$ cat src/rtl/uart_pkg.sv
// Shared definitions for the UART transmit arbiter: requester count,
// default timing constants and the arbiter FSM state type.
package uart_pkg;

  localparam int NREQ               = 3;
  localparam int GAP_CYCLES_DEF     = 1250;
  localparam int TIMEOUT_CYCLES_DEF = 16384;

  typedef enum logic [1:0] {
    ST_IDLE      = 2'd0,
    ST_LAUNCH    = 2'd1,
    ST_WAIT_DONE = 2'd2,
    ST_GAP       = 2'd3
  } arb_state_t;

endpackage

$ cat src/rtl/uart_tx_arb_rr_pick.sv
// Combinational round-robin picker: first pending channel found searching
// upward from ptr, wrapping modulo the requester count.
module rr_pick
  import uart_pkg::*;
(
  input  logic [NREQ-1:0] pending,
  input  logic [1:0]      ptr,
  output logic            any,
  output logic [1:0]      idx
);

  logic [1:0]      cand [NREQ];
  logic [NREQ-1:0] hit;

  for (genvar gi = 0; gi < NREQ; gi++) begin : g_cand
    logic [2:0] sum;
    assign sum       = {1'b0, ptr} + 3'(gi);
    assign cand[gi]  = (sum >= 3'd3) ? 2'(sum - 3'd3) : sum[1:0];
    assign hit[gi]   = pending[cand[gi]];
  end

  assign any = |pending;

  // Walk from the farthest candidate back to ptr so the nearest hit wins.
  always_comb begin
    idx = 2'd0;
    for (int k = NREQ - 1; k >= 0; k--) begin
      if (hit[k]) idx = cand[k];
    end
  end

endmodule

$ cat src/rtl/uart_tx_arb.sv
// Three-requester byte arbiter in front of a UART transmitter: holding
// registers, round-robin grant, launch/done handshake, timeout and gap.
module uart_tx_arb
  import uart_pkg::*;
#(
  parameter int GAP_CYCLES     = GAP_CYCLES_DEF,
  parameter int TIMEOUT_CYCLES = TIMEOUT_CYCLES_DEF
) (
  input  logic            clk,
  input  logic            nRst,
  input  logic            enable,
  input  logic [2:0]      req_valid,
  input  logic [23:0]     req_data,
  output logic [2:0]      req_ready,
  output logic            tx_start,
  output logic [7:0]      tx_byte,
  input  logic            tx_done,
  output logic [1:0]      grant_id,
  output logic            busy,
  output logic            done_pulse,
  output logic            err_pulse
);

  localparam int GW = (GAP_CYCLES > 1) ? $clog2(GAP_CYCLES) : 1;
  localparam int TW = (TIMEOUT_CYCLES > 1) ? $clog2(TIMEOUT_CYCLES) : 1;

  arb_state_t      state_q, state_d;
  logic [NREQ-1:0] pending_q, pending_d;
  logic [7:0]      hold_q [NREQ];
  logic [1:0]      rr_q, rr_d;
  logic [1:0]      grant_q, grant_d;
  logic [TW-1:0]   to_q, to_d;
  logic [GW-1:0]   gap_q, gap_d;

  logic [NREQ-1:0] take;
  logic [NREQ-1:0] clr_mask;
  logic            pick_any;
  logic [1:0]      pick_idx;
  logic            done_w, err_w, finish_w;

  for (genvar gi = 0; gi < NREQ; gi++) begin : g_chan
    assign take[gi]      = req_valid[gi] & ~pending_q[gi];
    assign req_ready[gi] = ~pending_q[gi];
    assign clr_mask[gi]  = finish_w & (grant_q == 2'(gi));
  end

  rr_pick u_rr_pick (
    .pending (pending_q),
    .ptr     (rr_q),
    .any     (pick_any),
    .idx     (pick_idx)
  );

  // A same-cycle tx_done wins over the timeout.
  assign done_w   = (state_q == ST_WAIT_DONE) & tx_done;
  assign err_w    = (state_q == ST_WAIT_DONE) & ~tx_done & (to_q == TW'(TIMEOUT_CYCLES - 1));
  assign finish_w = done_w | err_w;

  assign pending_d = (pending_q | take) & ~clr_mask;

  always_comb begin
    state_d = state_q;
    rr_d    = rr_q;
    grant_d = grant_q;
    to_d    = to_q;
    gap_d   = gap_q;
    case (state_q)
      ST_IDLE: begin
        if (enable && pick_any) begin
          grant_d = pick_idx;
          state_d = ST_LAUNCH;
        end
      end
      ST_LAUNCH: begin
        to_d    = '0;
        state_d = ST_WAIT_DONE;
      end
      ST_WAIT_DONE: begin
        to_d = to_q + 1'b1;
        if (finish_w) begin
          rr_d    = (grant_q == 2'd2) ? 2'd0 : grant_q + 2'd1;
          gap_d   = '0;
          state_d = ST_GAP;
        end
      end
      ST_GAP: begin
        if (gap_q == GW'(GAP_CYCLES - 1)) state_d = ST_IDLE;
        else                              gap_d   = gap_q + 1'b1;
      end
      default: state_d = ST_IDLE;
    endcase
  end

  always_ff @(posedge clk or negedge nRst) begin
    if (!nRst) begin
      state_q   <= ST_IDLE;
      pending_q <= '0;
      rr_q      <= 2'd0;
      grant_q   <= 2'd0;
      to_q      <= '0;
      gap_q     <= '0;
      for (int i = 0; i < NREQ; i++) hold_q[i] <= 8'h00;
    end else begin
      state_q   <= state_d;
      pending_q <= pending_d;
      rr_q      <= rr_d;
      grant_q   <= grant_d;
      to_q      <= to_d;
      gap_q     <= gap_d;
      for (int i = 0; i < NREQ; i++) begin
        if (take[i]) hold_q[i] <= req_data[8*i +: 8];
      end
    end
  end

  always_comb begin
    tx_byte = 8'h00;
    if (state_q == ST_LAUNCH || state_q == ST_WAIT_DONE) begin
      case (grant_q)
        2'd0:    tx_byte = hold_q[0];
        2'd1:    tx_byte = hold_q[1];
        2'd2:    tx_byte = hold_q[2];
        default: tx_byte = 8'h00;
      endcase
    end
  end

  assign tx_start   = (state_q == ST_LAUNCH);
  assign grant_id   = grant_q;
  assign busy       = (state_q != ST_IDLE);
  assign done_pulse = done_w;
  assign err_pulse  = err_w;

endmodule

$ cat config.mk
export PLATFORM = sky130hd
export DESIGN_NAME = uart_tx_arb
export DESIGN_NICKNAME = d
export VERILOG_FILES = /design/src/rtl/uart_pkg.sv /design/src/rtl/uart_tx_arb_rr_pick.sv /design/src/rtl/uart_tx_arb.sv
export SDC_FILE = /design/constraint.sdc
export NUM_CORES = 1
export LEC_CHECK = 0
export CORE_MARGIN = 5
export CORE_UTILIZATION = 49
export CTS_CLUSTER_DIAMETER = 60
export CTS_CLUSTER_SIZE = 14
export DETAILED_ROUTE_END_ITERATION = 12
export GPL_TIMING_DRIVEN = 0
export PLACE_DENSITY = 0.74
export SLEW_MARGIN = 20
export SYNTH_ARGS = -nofsm -noshare
export SYNTH_HDL_FRONTEND = slang
export SYNTH_SLANG_ARGS = --single-unit
$ cat constraint.sdc
create_clock -name clk -period 2 [get_ports clk]
set_input_delay 0.6 -clock clk [delete_from_list [all_inputs] [get_ports clk]]
set_output_delay 0.6 -clock clk [all_outputs]
set_load 0.03 [all_outputs]
==> Word-level counts from Yosys, hierarchy flattened <==
Cells that the tools add are included.
{ "op_classes": {"n_eq_ne": 11, "add_sub_neg": 8, "div_mod_pow": 0, "shift": 0, "bitwise_logic": 17, "magnitude_cmp": 6, "n_reduce_logical": 12, "multipliers": 0, "mux": 23} }
{ "ops": {"columns": ["op", "count"], "rows": [
  ["one-hot mux 14 bit (2 select lines)", 1],
  ["one-hot mux 8 bit (3 select lines)", 1],
  ["two-way mux 11 bit", 2],
  ["one-hot mux 11 bit (2 select lines)", 1],
  ["two-way mux 2 bit", 10],
  ["adder 14 x 1 -> 14 bit, second input constant", 1],
  ["equality test 14 bit, second input constant", 1],
  ["adder 11 x 1 -> 11 bit, second input constant", 1],
  ["equality test 11 bit, second input constant", 1],
  ["AND 1 bit", 9],
  ["less-than comparator 2 x 3 -> 1 bit, second input constant", 3],
  ["two-way mux 8 bit", 1],
  ["!= test 2 bit, second input constant", 4],
  ["one-hot mux 2 bit (4 select lines)", 1],
  ["binary-select mux 1 bit (select 2 bit)", 3],
  ["equality test 2 bit, second input constant", 3],
  ["greater-or-equal comparator 3 x 2 -> 1 bit, second input constant", 2],
  ["AND reduction 3 bit", 2],
  ["nonzero test 2 bit", 3],
  ["subtractor 2 bit, second input constant", 3],
  ["equality test 2 x 1 -> 1 bit, second input constant", 2],
  ["logical NOT 2 bit", 2],
  ["NOT 1 bit", 4],
  ["AND reduction 2 bit", 2],
  ["12 further kinds", 14]
]} }
{ "word_totals": {"output_inout_bits": 17, "rom_bits": 0, "reg_bits": 58, "mem_count": 0, "ram_bits": 0, "latchBits": 0, "wordCells": 86, "in_bits": 31} }

==> Logic depth before layout (Yosys ltp) <==
Gate-level depths: netlist (run 1).
{ "logic_depth": {"word_depth": 8, "ltp_mapped": 8, "mapped_depth_nobuf": 6} }

==> Modules after synthesis <==
Synthesis (run 1) repeated with hierarchy kept, for this count alone.
{ "hier_totals": {"hier_cells": 306, "area_unflattened_um2": 3198.1} }
{ "by_module_without_submodules": {"columns": ["module", "n_inst", "area_per_inst_um2", "cells_each", "seq_area_each_um2"], "rows": [
  ["uart_tx_arb", 1, 3054.2, 287, 1451.4],
  ["rr_pick", 1, 143.9, 19, 0.0]
]} }

==> Worst setup path before layout (run 1) <==
Ideal clock, no wire load.
{ "synth_timing": {"path_kind": "reg-to-output", "from": "register state_q[0]", "to": "output port err_pulse", "arrival_ns": 1.658, "required_ns": 1.400, "n_path_buf": 0, "stages_incl_launch_ff": 7, "path_slack_ns": -0.258, "path_cell_list": "dfrtp_1 -> inv_1 -> ha_1 -> inv_1 -> nor2_1 -> nand3_1 -> nor2_1"} }
{ "synth_between": {"elab_chain_cells": 3} }
{ "synth_rtl": {"columns": ["item", "line_no", "text"], "rows": [
  ["start: declaration", "uart_tx_arb.sv:27", "arb_state_t state_q, state_d;"],
  ["start signal: assignment", "uart_tx_arb.sv:104", "state_q <= state_d;"],
  ["equality test 2 bit", "uart_tx_arb.sv:56", "assign err_w = (state_q == ST_WAIT_DONE) & ~tx_done & (to_q == TW'(TIMEOUT_CYCLES - 1));"],
  ["AND 1 bit (2 in a row)", "uart_tx_arb.sv:56", null],
  ["end: declaration", "uart_tx_arb.sv:21", "output logic err_pulse"]
]} }
No other way between the ends.

==> Final worst setup path (run 1) <==
{ "layout_timing": {"from": "register state_q[1]", "to": "output port done_pulse"} }
{ "layout_between": {"elab_chain_cells": 2} }
{ "layout_rtl": {"columns": ["item", "line_no", "text"], "rows": [
  ["equality test 2 bit", "uart_tx_arb.sv:55", "assign done_w = (state_q == ST_WAIT_DONE) & tx_done;"],
  ["AND 1 bit", "uart_tx_arb.sv:55", null],
  ["end: declaration", "uart_tx_arb.sv:20", "output logic done_pulse,"]
]} }
No other way between the ends.

==> flow_summary.yaml, run 1 <==
sta:
  rsz0062_at_grt: "true"
  worstMarginPinSlew_ns: 0.5422
  fmax_mhz: 456.7
  min_period_over_period: 1.095
  setup_tns_ns: -1.348
  min_period_ns: 2.190
  whs_ns: 0.1238
  drv_slew: 0
  fin_ws_ns: -0.1897
  timing.max_slew.rel_slack: 0.6338
  skew_ns: 0.007723
  setup_viol: 10
  finalHoldViolations: 0
global_routing:
  grt_pass1_wl_um: 13480
  gr-total-overflow: 0
  grt_max_degree: 41
  track_usage: 0.1994
  antenna_found_initial: 0
  grt_pass1_vias: 2791
power_and_ir_drop:
  ir_drop_mv: 0.9464
  pwr-share-comb: 0.550
  switching_share: 0.4072
  power.internal_mw: 3.849
  p_per_area_nw_per_um2: 1470
  total_power_mw: 6.494
  seq_power_share: 0.299
  p_leak_nw: 1.899
  power.share.clock: 0.152
  switchingPower_mw: 2.644
run_status:
  violations: "negative setup slack"
  outcome: "finished with violations"
floorplan:
  io_pins: 48
  num_rows: 30
  core_um2: 6681
  die_x_um: 92.12
  die_h_um: 92.12
  start_util: 0.4946
  dieArea_um2: 8486
clock_tree:
  hold_buffers: 0
  cts_sinks: 58
  path_clk_slew_ns: 0.07
  clock_latency_ns: 0.34
  cts_buffers: 9
  cts_tree: "yes"
  root_buffer: "clkbuf_8"
  h-tree-depth: 3
  clockBufferDepth: 2
critical_path:
  crit_buf_inv: 4
  start_kind: "flop"
  reg2reg_to: "gap_q[6]"
  cp_top_family: "buffers and inverters"
  rrSetupSlack_ns: 0.09
  ff2ff_path_depth: 5
  r2r-start: "to_q[0]"
  cp_slowest_stage_delay_ns: 0.40
  cp.required_ns: 1.40
  slowest_stage: "dfrtp_1"
  crit_chain: "buf_6 > ha_4 > buf_4 > clkbuf_16 > and2_4 > buf_6"
  path_common_cell: "buf_6"
  path_class: "reg2out"
  cp_max_fo: 4
  critPathCaptureType: "output pin"
  arrival_ns: 1.59
drt:
  drtIter0Drc: 128
  post_drt_via_cell_ratio: 5.669
  via_count: 2840
  detail-route-antenna-nets: 0
  routed_wl_um: 8087
  drcViolationCount: 0
  firstDrtPassIters: 4
  wl_per_cell_um: 16.14
layout:
  final_cells: 501
  final_nets: 458
  final_cell_mix: "dfrtp_1 (53), buf_4 (28), clkdlybuf4s50_1 (28)"
  drive_gt1_frac: 0.3088
  syn2layout_area_growth_pct: 33.66
  num_antenna_cells: 0
  final_util: 0.6610
  layout_commonest_cell: "dfrtp_1"
logic_synthesis:
  synth-async-reset-ratio: 1.000
  syn_area_um2: 3304
  ys_seq_area_frac: 0.4392
  syn-num-nets: 374
  ys_ff_latch: 58
  ys_types: 53
  synth_edf_count: 0
  syn_area_per_cell_um2: 9.953
  synth-main-ff-cell: "dfrtp_1"
  ys_warn_count: 0
  syn_inst: 332
placed_design:
  hpwl_um: 5549
  io_buffers: 47
  place_inst: 460
  place_congestion: 0.8307
flow_run:
  maxCapViolations: 0
min_path:
  hp-class: "in2async"
sequential cells by signal, indices dropped and copies added (netlist names):
name       cells
gap_q         11
grant_id       2
pending_q      3
to_q          14
hold_q        24
rr_q           2
state_q        2
layer usage:
layer | up-vias | share of wire | track usage | wire (um)
li1 | 1379 | - | - | -
met1 | 1395 | 0.45 | 0.2493 | 3601
met2 | 55 | 0.51 | 0.3370 | 4111
met3 | 11 | 0.028 | 0.03035 | 224
met4 | 0 | 0.018 | 0.09406 | 148
met5 | - | 0 | 0 | 0
power by group through the flow:
stage	clock network (mW)	logic, mW	registers, mW
2_1_floorplan	0	1.93	1.87
3_3_place_gp	0	2.76	1.91
3_5_place_dp	0	2.81	1.94
4_1_cts	1.00	3.40	1.91
5_1_grt	1.07	3.84	2.01
6_report	0.985	3.57	1.94
cell usage after synthesis, types with 2 or more instances:
| cell type | n | area share |
|---|---|---|
| ha_1 | 11 | 0.042 |
| nand4_1 | 10 | 0.019 |
| nor2b_1 | 8 | 0.015 |
| o211ai_1 | 4 | 0.0091 |
| and2_1 | 11 | 0.021 |
| o311ai_0 | 2 | 0.0053 |
| mux2_2 | 24 | 0.082 |
| o31ai_1 | 3 | 0.0068 |
| nand2_1 | 22 | 0.025 |
| xor2_1 | 3 | 0.0080 |
| inv_1 | 30 | 0.034 |
| clkbuf_1 | 10 | 0.011 |
| nand3b_1 | 3 | 0.0068 |
| nor4_1 | 3 | 0.0057 |
| o32a_1 | 2 | 0.0061 |
| dfrtp_1 | 58 | 0.44 |
| nand2b_1 | 4 | 0.0076 |
| o221ai_1 | 10 | 0.027 |
| nand3_1 | 16 | 0.024 |
| and3_1 | 2 | 0.0038 |
| nor3_1 | 2 | 0.0030 |
| o22ai_1 | 3 | 0.0057 |
| nor2_1 | 9 | 0.010 |
| mux2i_1 | 9 | 0.027 |
| and4_1 | 2 | 0.0053 |
| a2111o_1 | 2 | 0.0068 |
| and4_2 | 3 | 0.0091 |
| o2111ai_1 | 2 | 0.0053 |
| o21ai_0 | 24 | 0.036 |
| a31oi_1 | 4 | 0.0076 |
| a21oi_1 | 9 | 0.014 |
| or3_1 | 6 | 0.011 |
metrics by stage:
step	area (um2)	worst slack (ns)
2_1_floorplan	3314	-0.05092
3_3_place_gp	3885	-1.544
3_5_place_dp	3902	-0.9187
4_1_cts	4275	-0.2327
5_1_grt	4417	-0.2586
6_report	4417	-0.1897
cells by family after synthesis:
kind of cell,share of synthesized area
compound gates,0.1458
xor+xnor,0.01060
fa+ha+maj,0.04165
buf+inv,0.05717
flops,0.4392
mux,0.1136
simple gates,0.1920
final cells by class:
class | count | area (um2)
Inverter | 31 | 128.9
Tap cell | 80 | 100.1
Clock inverter | 6 | 41.29
Buffer | 12 | 113.9
Fill cell | 534 | 2265
Clock buffer | 10 | 137.6
Sequential cell | 58 | 1458
Timing Repair Buffer | 75 | 689.4
Multi-Input combinational cell | 229 | 1748
worst max-delay path by stage:
| stage | end | startpoint | depth (start not counted) | slack [ns] |
|---|---|---|---|---|
| final | done_pulse | state_q[1] | 6 | -0.19 |
| after global routing | err_pulse | state_q[0] | 7 | -0.26 |
| after CTS | tx_byte[1] | state_q[0] | 6 | -0.23 |
| after detailed placement | err_pulse | tx_done | 5 | -0.92 |
| after global placement | hold_q[4] | nRst | 1 | -1.54 |
| after floorplan | err_pulse | state_q[0] | 6 | -0.05 |
repair_timing:
action                     4_1_cts  5_1_grt
setup buffers                   10       16
pin swaps                        3       11
gates resized for setup        117       30
setup endpoints to repair       18       24
gates cloned                     0        1
Power figures use the tool's default switching activity.
==> run 2, diff against run 1 <==
Settings changed: CORE_ASPECT_RATIO from default to 1.5.
==> run 2 against run 1 <==
Effect of this change: the run still ends with negative setup slack left; sequential share of layout area about the same; clock power increased by 23%; die area increased by 0.40%; wire length increased by 6.7%; design area decreased by 0.25%; sequential power about the same; total power increased by 4.6%; setup slack improved by 0.014 ns; cell count decreased by 2.0%; critical path type unchanged; largest cell class unchanged; highest routed layer unchanged.
==> flow_summary.yaml, run 2 (synthesis gave the netlist of run 1 again) <==
power_and_ir_drop:
  ir_drop_mv: 0.9437
  p_leak_nw: 1.892
  total_power_mw: 6.790
  p_per_area_nw_per_um2: 1541
min_path:
  hp-class: "in2async"
placed_design:
  hpwl_um: 5754
  place_congestion: 0.8707
  io_buffers: 47
drt:
  drtIter0Drc: 206
  wl_per_cell_um: 17.57
  post_drt_via_cell_ratio: 5.933
  firstDrtPassIters: 5
  detail-route-antenna-nets: 0
  via_count: 2913
  drcViolationCount: 0
  routed_wl_um: 8628
global_routing:
  grt_pass1_wl_um: 13790
  track_usage: 0.2011
  gr-total-overflow: 0
  grt_max_degree: 37
  antenna_found_initial: 0
  grt_pass1_vias: 2958
sta:
  finalHoldViolations: 0
  fmax_mhz: 459.7
  fin_ws_ns: -0.1753
  min_period_ns: 2.175
  setup_viol: 10
  drv_slew: 0
  min_period_over_period: 1.088
  rsz0062_at_grt: "true"
  timing.max_slew.rel_slack: 0.6372
  worstMarginPinSlew_ns: 0.5442
  skew_ns: 0.006463
layout:
  final_nets: 452
  final_util: 0.6745
  layout_commonest_cell: "dfrtp_1"
  reg_top3: "hold_q x24, to_q x14, gap_q x11"
  num_antenna_cells: 0
  fill_cells: 485
  largest_register_ffs: 24
  regMostFlops: "hold_q"
  drive_gt1_frac: 0.2964
  syn2layout_area_growth_pct: 33.32
  final_cell_mix: "dfrtp_1 (56), clkdlybuf4s50_1 (28), inv_1 (27)"
critical_path:
  start_kind: "flop"
  cp_max_fo: 5
  critPathCaptureType: "output pin"
  arrival_ns: 1.58
  cp.required_ns: 1.40
  path_class: "reg2out"
  rrSetupSlack_ns: 0.07
clock_tree:
  path_clk_slew_ns: 0.07
  clock_latency_ns: 0.35
  clockBufferDepth: 2
  hold_buffers: 0
  h-tree-depth: 3
  cts_tree: "yes"
  root_buffer: "clkbuf_8"
  cts_sinks: 58
  cts_buffers: 9
run_status:
  outcome: "finished with violations"
  violations: "negative setup slack"
floorplan:
  num_rows: 36
  start_util: 0.5059
  io_pins: 48
  core_um2: 6531
  die_h_um: 110.6
  dieArea_um2: 8520
  die_x_um: 77.05
flow_run:
  maxCapViolations: 0
## run 2: area by class of cell
type                            instances  area [um2]  share of cell area
Tap cell                               76       95.09             0.02158
Clock buffer                           11       141.4             0.03209
Multi-Input combinational cell        229        1759              0.3993
Timing Repair Buffer                   72       676.9              0.1536
Sequential cell                        58        1454              0.3300
Inverter                               31       118.9             0.02698
Buffer                                  9       82.58             0.01874
Clock inverter                          5       77.57             0.01761
## run 2: power by group
part	switching, mW	internal, mW
registers	0.351	1.60
logic	1.83	1.80
clock network	0.483	0.731
total	2.66	4.13
## run 2: through the flow
step / cell area, um2 / setup TNS [ns] / hold WS, ns / worst slack [ns] / instances
2_1_floorplan: 3314 / -0.05092 / 0.3044 / -0.05092 / 332
3_3_place_gp: 3880 / -101.40 / 0.4897 / -1.587 / 455
3_5_place_dp: 3897 / -10.19 / 0.4974 / -0.9403 / 456
4_1_cts: 4305 / -1.800 / 0.1453 / -0.2314 / 485
5_1_grt: 4405 / -1.978 / 0.1474 / -0.2342 / 491
6_report: 4405 / -1.298 / 0.1369 / -0.1753 / 491
## run 2: what timing repair did
action,CTS,global route
resized for setup,112,38
pin swaps,2,10
buffers inserted,12,10
cloned,1,1
endpoints found under the setup margin,22,24
## run 2: final timing paths
kind,start,to,cells after the start
setup / recovery,grant_id[1],tx_byte[1],5
hold / removal,nRst,to_q[5],1
setup reg to reg,to_q[0],gap_q[6],5
hold reg to reg,hold_q[3],hold_q[3],1
max in group asynchronous,nRst,grant_id[1],2
min in group clk,hold_q[3],hold_q[3],1
## run 2: routing by layer
metal / global-route usage / routed length [um] / up-vias
met4: 0.08716 / 174 / 0
met1: 0.2222 / 3292 / 1411
met5: 0 / 0 / -
met3: 0.06270 / 473 / 17
met2: 0.3494 / 4687 / 115
li1: - / - / 1370
## run 2: worst max-delay path: stages, from the launching register on
cell and delay (ns):
dfrtp_2 0.43, buf_6 0.16, mux2i_1 0.24, o21ai_1 0.10
and2_4 0.17, buf_6 0.13
==> run 3, diff against run 2 <==
--- a/config.mk
+++ b/config.mk
@@ -14,4 +14,5 @@
 export GPL_TIMING_DRIVEN = 0
 export PLACE_DENSITY = 0.74
+export REMOVE_ABC_BUFFERS = 1
 export SLEW_MARGIN = 20
 export SYNTH_ARGS = -nofsm -noshare
==> constraint.sdc (replaced) <==
create_clock -name clk -period 2 [get_ports clk]
set_input_delay 0.4 -clock clk [delete_from_list [all_inputs] [get_ports clk]]
set_output_delay 0.4 -clock clk [all_outputs]
set_load 0.03 [all_outputs]
==> run 3 against run 2 <==
Effect of this change: the flow still finishes with violations (negative setup slack); die area unchanged; flip-flop and latch count unchanged; critical path type unchanged; non-clock buffer count decreased by 14; critical endpoint is now tx_byte[7]; clock skew about the same; wire length decreased by 5.9%; global-route usage increased by 0.54 points; total power decreased by 10%.
==> flow_summary.yaml, run 3 (synthesis gave the netlist of run 1 again) <==
run_status:
  outcome: "finished with violations"
  violations: "negative setup slack"
sta:
  worstMarginPinSlew_ns: 0.8666
  whs_ns: 0.5048
  rsz0062_at_grt: "true"
  min_period_over_period: 1.031
  drv_slew: 0
  fmax_mhz: 485.1
  min_period_ns: 2.061
  setup_viol: 6
  timing.max_slew.rel_slack: 0.4211
  finalHoldViolations: 0
  skew_ns: 0.006259
  fin_ws_ns: -0.06129
critical_path:
  cp_slowest_stage_delay_ns: 0.57
  critPathCaptureType: "output pin"
  cp_top_family: "flip-flops"
  arrival_ns: 1.66
  crit_buf_inv: 1
  cp_max_fo: 8
  cp.required_ns: 1.60
  crit_chain: "nor2b_2 > nand2_1 > o21ai_1 > and2_1 > buf_6"
  start_kind: "flop"
  path_class: "reg2out"
  slowest_stage: "dfrtp_4"
layout:
  num_antenna_cells: 0
  drive_gt1_frac: 0.2388
  syn2layout_area_growth_pct: 27.83
  final_nets: 439
  layout_commonest_cell: "dfrtp_1"
  reg_top3: "hold_q x24, to_q x14, gap_q x11"
  final_cells: 478
  final_cell_mix: "dfrtp_1 (55), clkdlybuf4s50_1 (29), inv_1 (28)"
  largest_register_ffs: 24
  regMostFlops: "hold_q"
flow_run:
  maxCapViolations: 0
power_and_ir_drop:
  ir_drop_mv: 0.9807
  p_leak_nw: 1.834
  p_per_area_nw_per_um2: 1445
  total_power_mw: 6.105
floorplan:
  core_um2: 6531
  start_util: 0.5059
  num_rows: 36
  die_h_um: 110.6
  io_pins: 48
  die_x_um: 77.05
  dieArea_um2: 8520
drt:
  detail-route-antenna-nets: 0
  drcViolationCount: 0
  post_drt_via_cell_ratio: 5.828
  via_count: 2786
  drtIter0Drc: 211
  wl_per_cell_um: 16.98
  routed_wl_um: 8116
  firstDrtPassIters: 4
placed_design:
  io_buffers: 47
  place_inst: 442
  place_congestion: 0.8457
  hpwl_um: 5372
clock_tree:
  cts_tree: "yes"
  cts_sinks: 58
  clockBufferDepth: 2
  cts_buffers: 9
  clock_latency_ns: 0.35
  h-tree-depth: 3
  root_buffer: "clkbuf_8"
  path_clk_slew_ns: 0.06
global_routing:
  grt_pass1_vias: 2920
  grt_max_degree: 33
  track_usage: 0.2065
  antenna_found_initial: 0
  gr-total-overflow: 0
  grt_pass1_wl_um: 14120
min_path:
  hp-class: "reg2reg"
run 3: cell count changes in the layout (fill, tap and decap cells not counted), moves of 2 or more:
| cell | before | now |
|---|---|---|
| and2_4 | 10 | 2 |
| buf_6 | 15 | 11 |
| clkbuf_1 | 5 | 3 |
| bufinv_16 | 2 | 0 |
| dlygate4sd2_1 | 6 | 4 |
| buf_8 | 3 | 1 |
| mux2i_2 | 2 | 0 |
| dlymetal6s2s_1 | 0 | 3 |
| mux2i_1 | 7 | 9 |
| and2_1 | 1 | 9 |
| buf_4 | 23 | 16 |
run 3: metal layers:
layer	global-route usage	wire [um]
met5	0	0
met4	0.07569	144
met3	0.07248	545
met2	0.3534	4239
met1	0.2341	3186
run 3: cell type report:
cell class,instances,area [um2]
Fill cell,513,2307
Inverter,31,120.1
Sequential cell,58,1458
Tap cell,76,95.09
Timing Repair Buffer,67,656.9
Clock inverter,3,15.01
Multi-Input combinational cell,230,1730
Clock buffer,13,148.9
run 3: path summary, 6_finish.rpt:
path / from / end / slack [ns] / cells past startpoint
hold / removal: hold_q[5] / hold_q[5] / 0.50 / 1
min in group asynchronous: nRst / to_q[6] / 0.51 / 2
setup / recovery: grant_id[1] / tx_byte[7] / -0.06 / 5
hold reg to reg: hold_q[5] / hold_q[5] / 0.50 / 1
setup reg to reg: to_q[0] / gap_q[9] / 0.13 / 5
max in group asynchronous: nRst / grant_id[1] / 0.97 / 3
run 3: through the flow:
step	instance area [um2]	utilization	setup TNS, ns	setup slack [ns]
3_3_place_gp	3797	0.5814	-93.99	-1.408
6_report	4224	0.6467	-0.2264	-0.06129
5_1_grt	4224	0.6467	-0.7449	-0.1170
2_1_floorplan	3232	-	-0.2548	-0.2548
3_5_place_dp	3815	0.5841	-13.19	-1.070
4_1_cts	4160	0.6370	-0.2598	-0.04271
run 3: report_power, final:
group	switching [mW]	total [mW]	internal [mW]
Sequential	0.371	1.97	1.60
Combinational	1.69	3.19	1.50
Clock	0.466	0.944	0.478
run 3: repair_timing:
action                                  CTS  global route
pin swaps                                 2             7
endpoints found under the setup margin   34            21
hold buffers                              1             0
cloned                                    1             0
setup buffers                            17             1
hold endpoints to repair                 26             0
resized for setup                        85            24
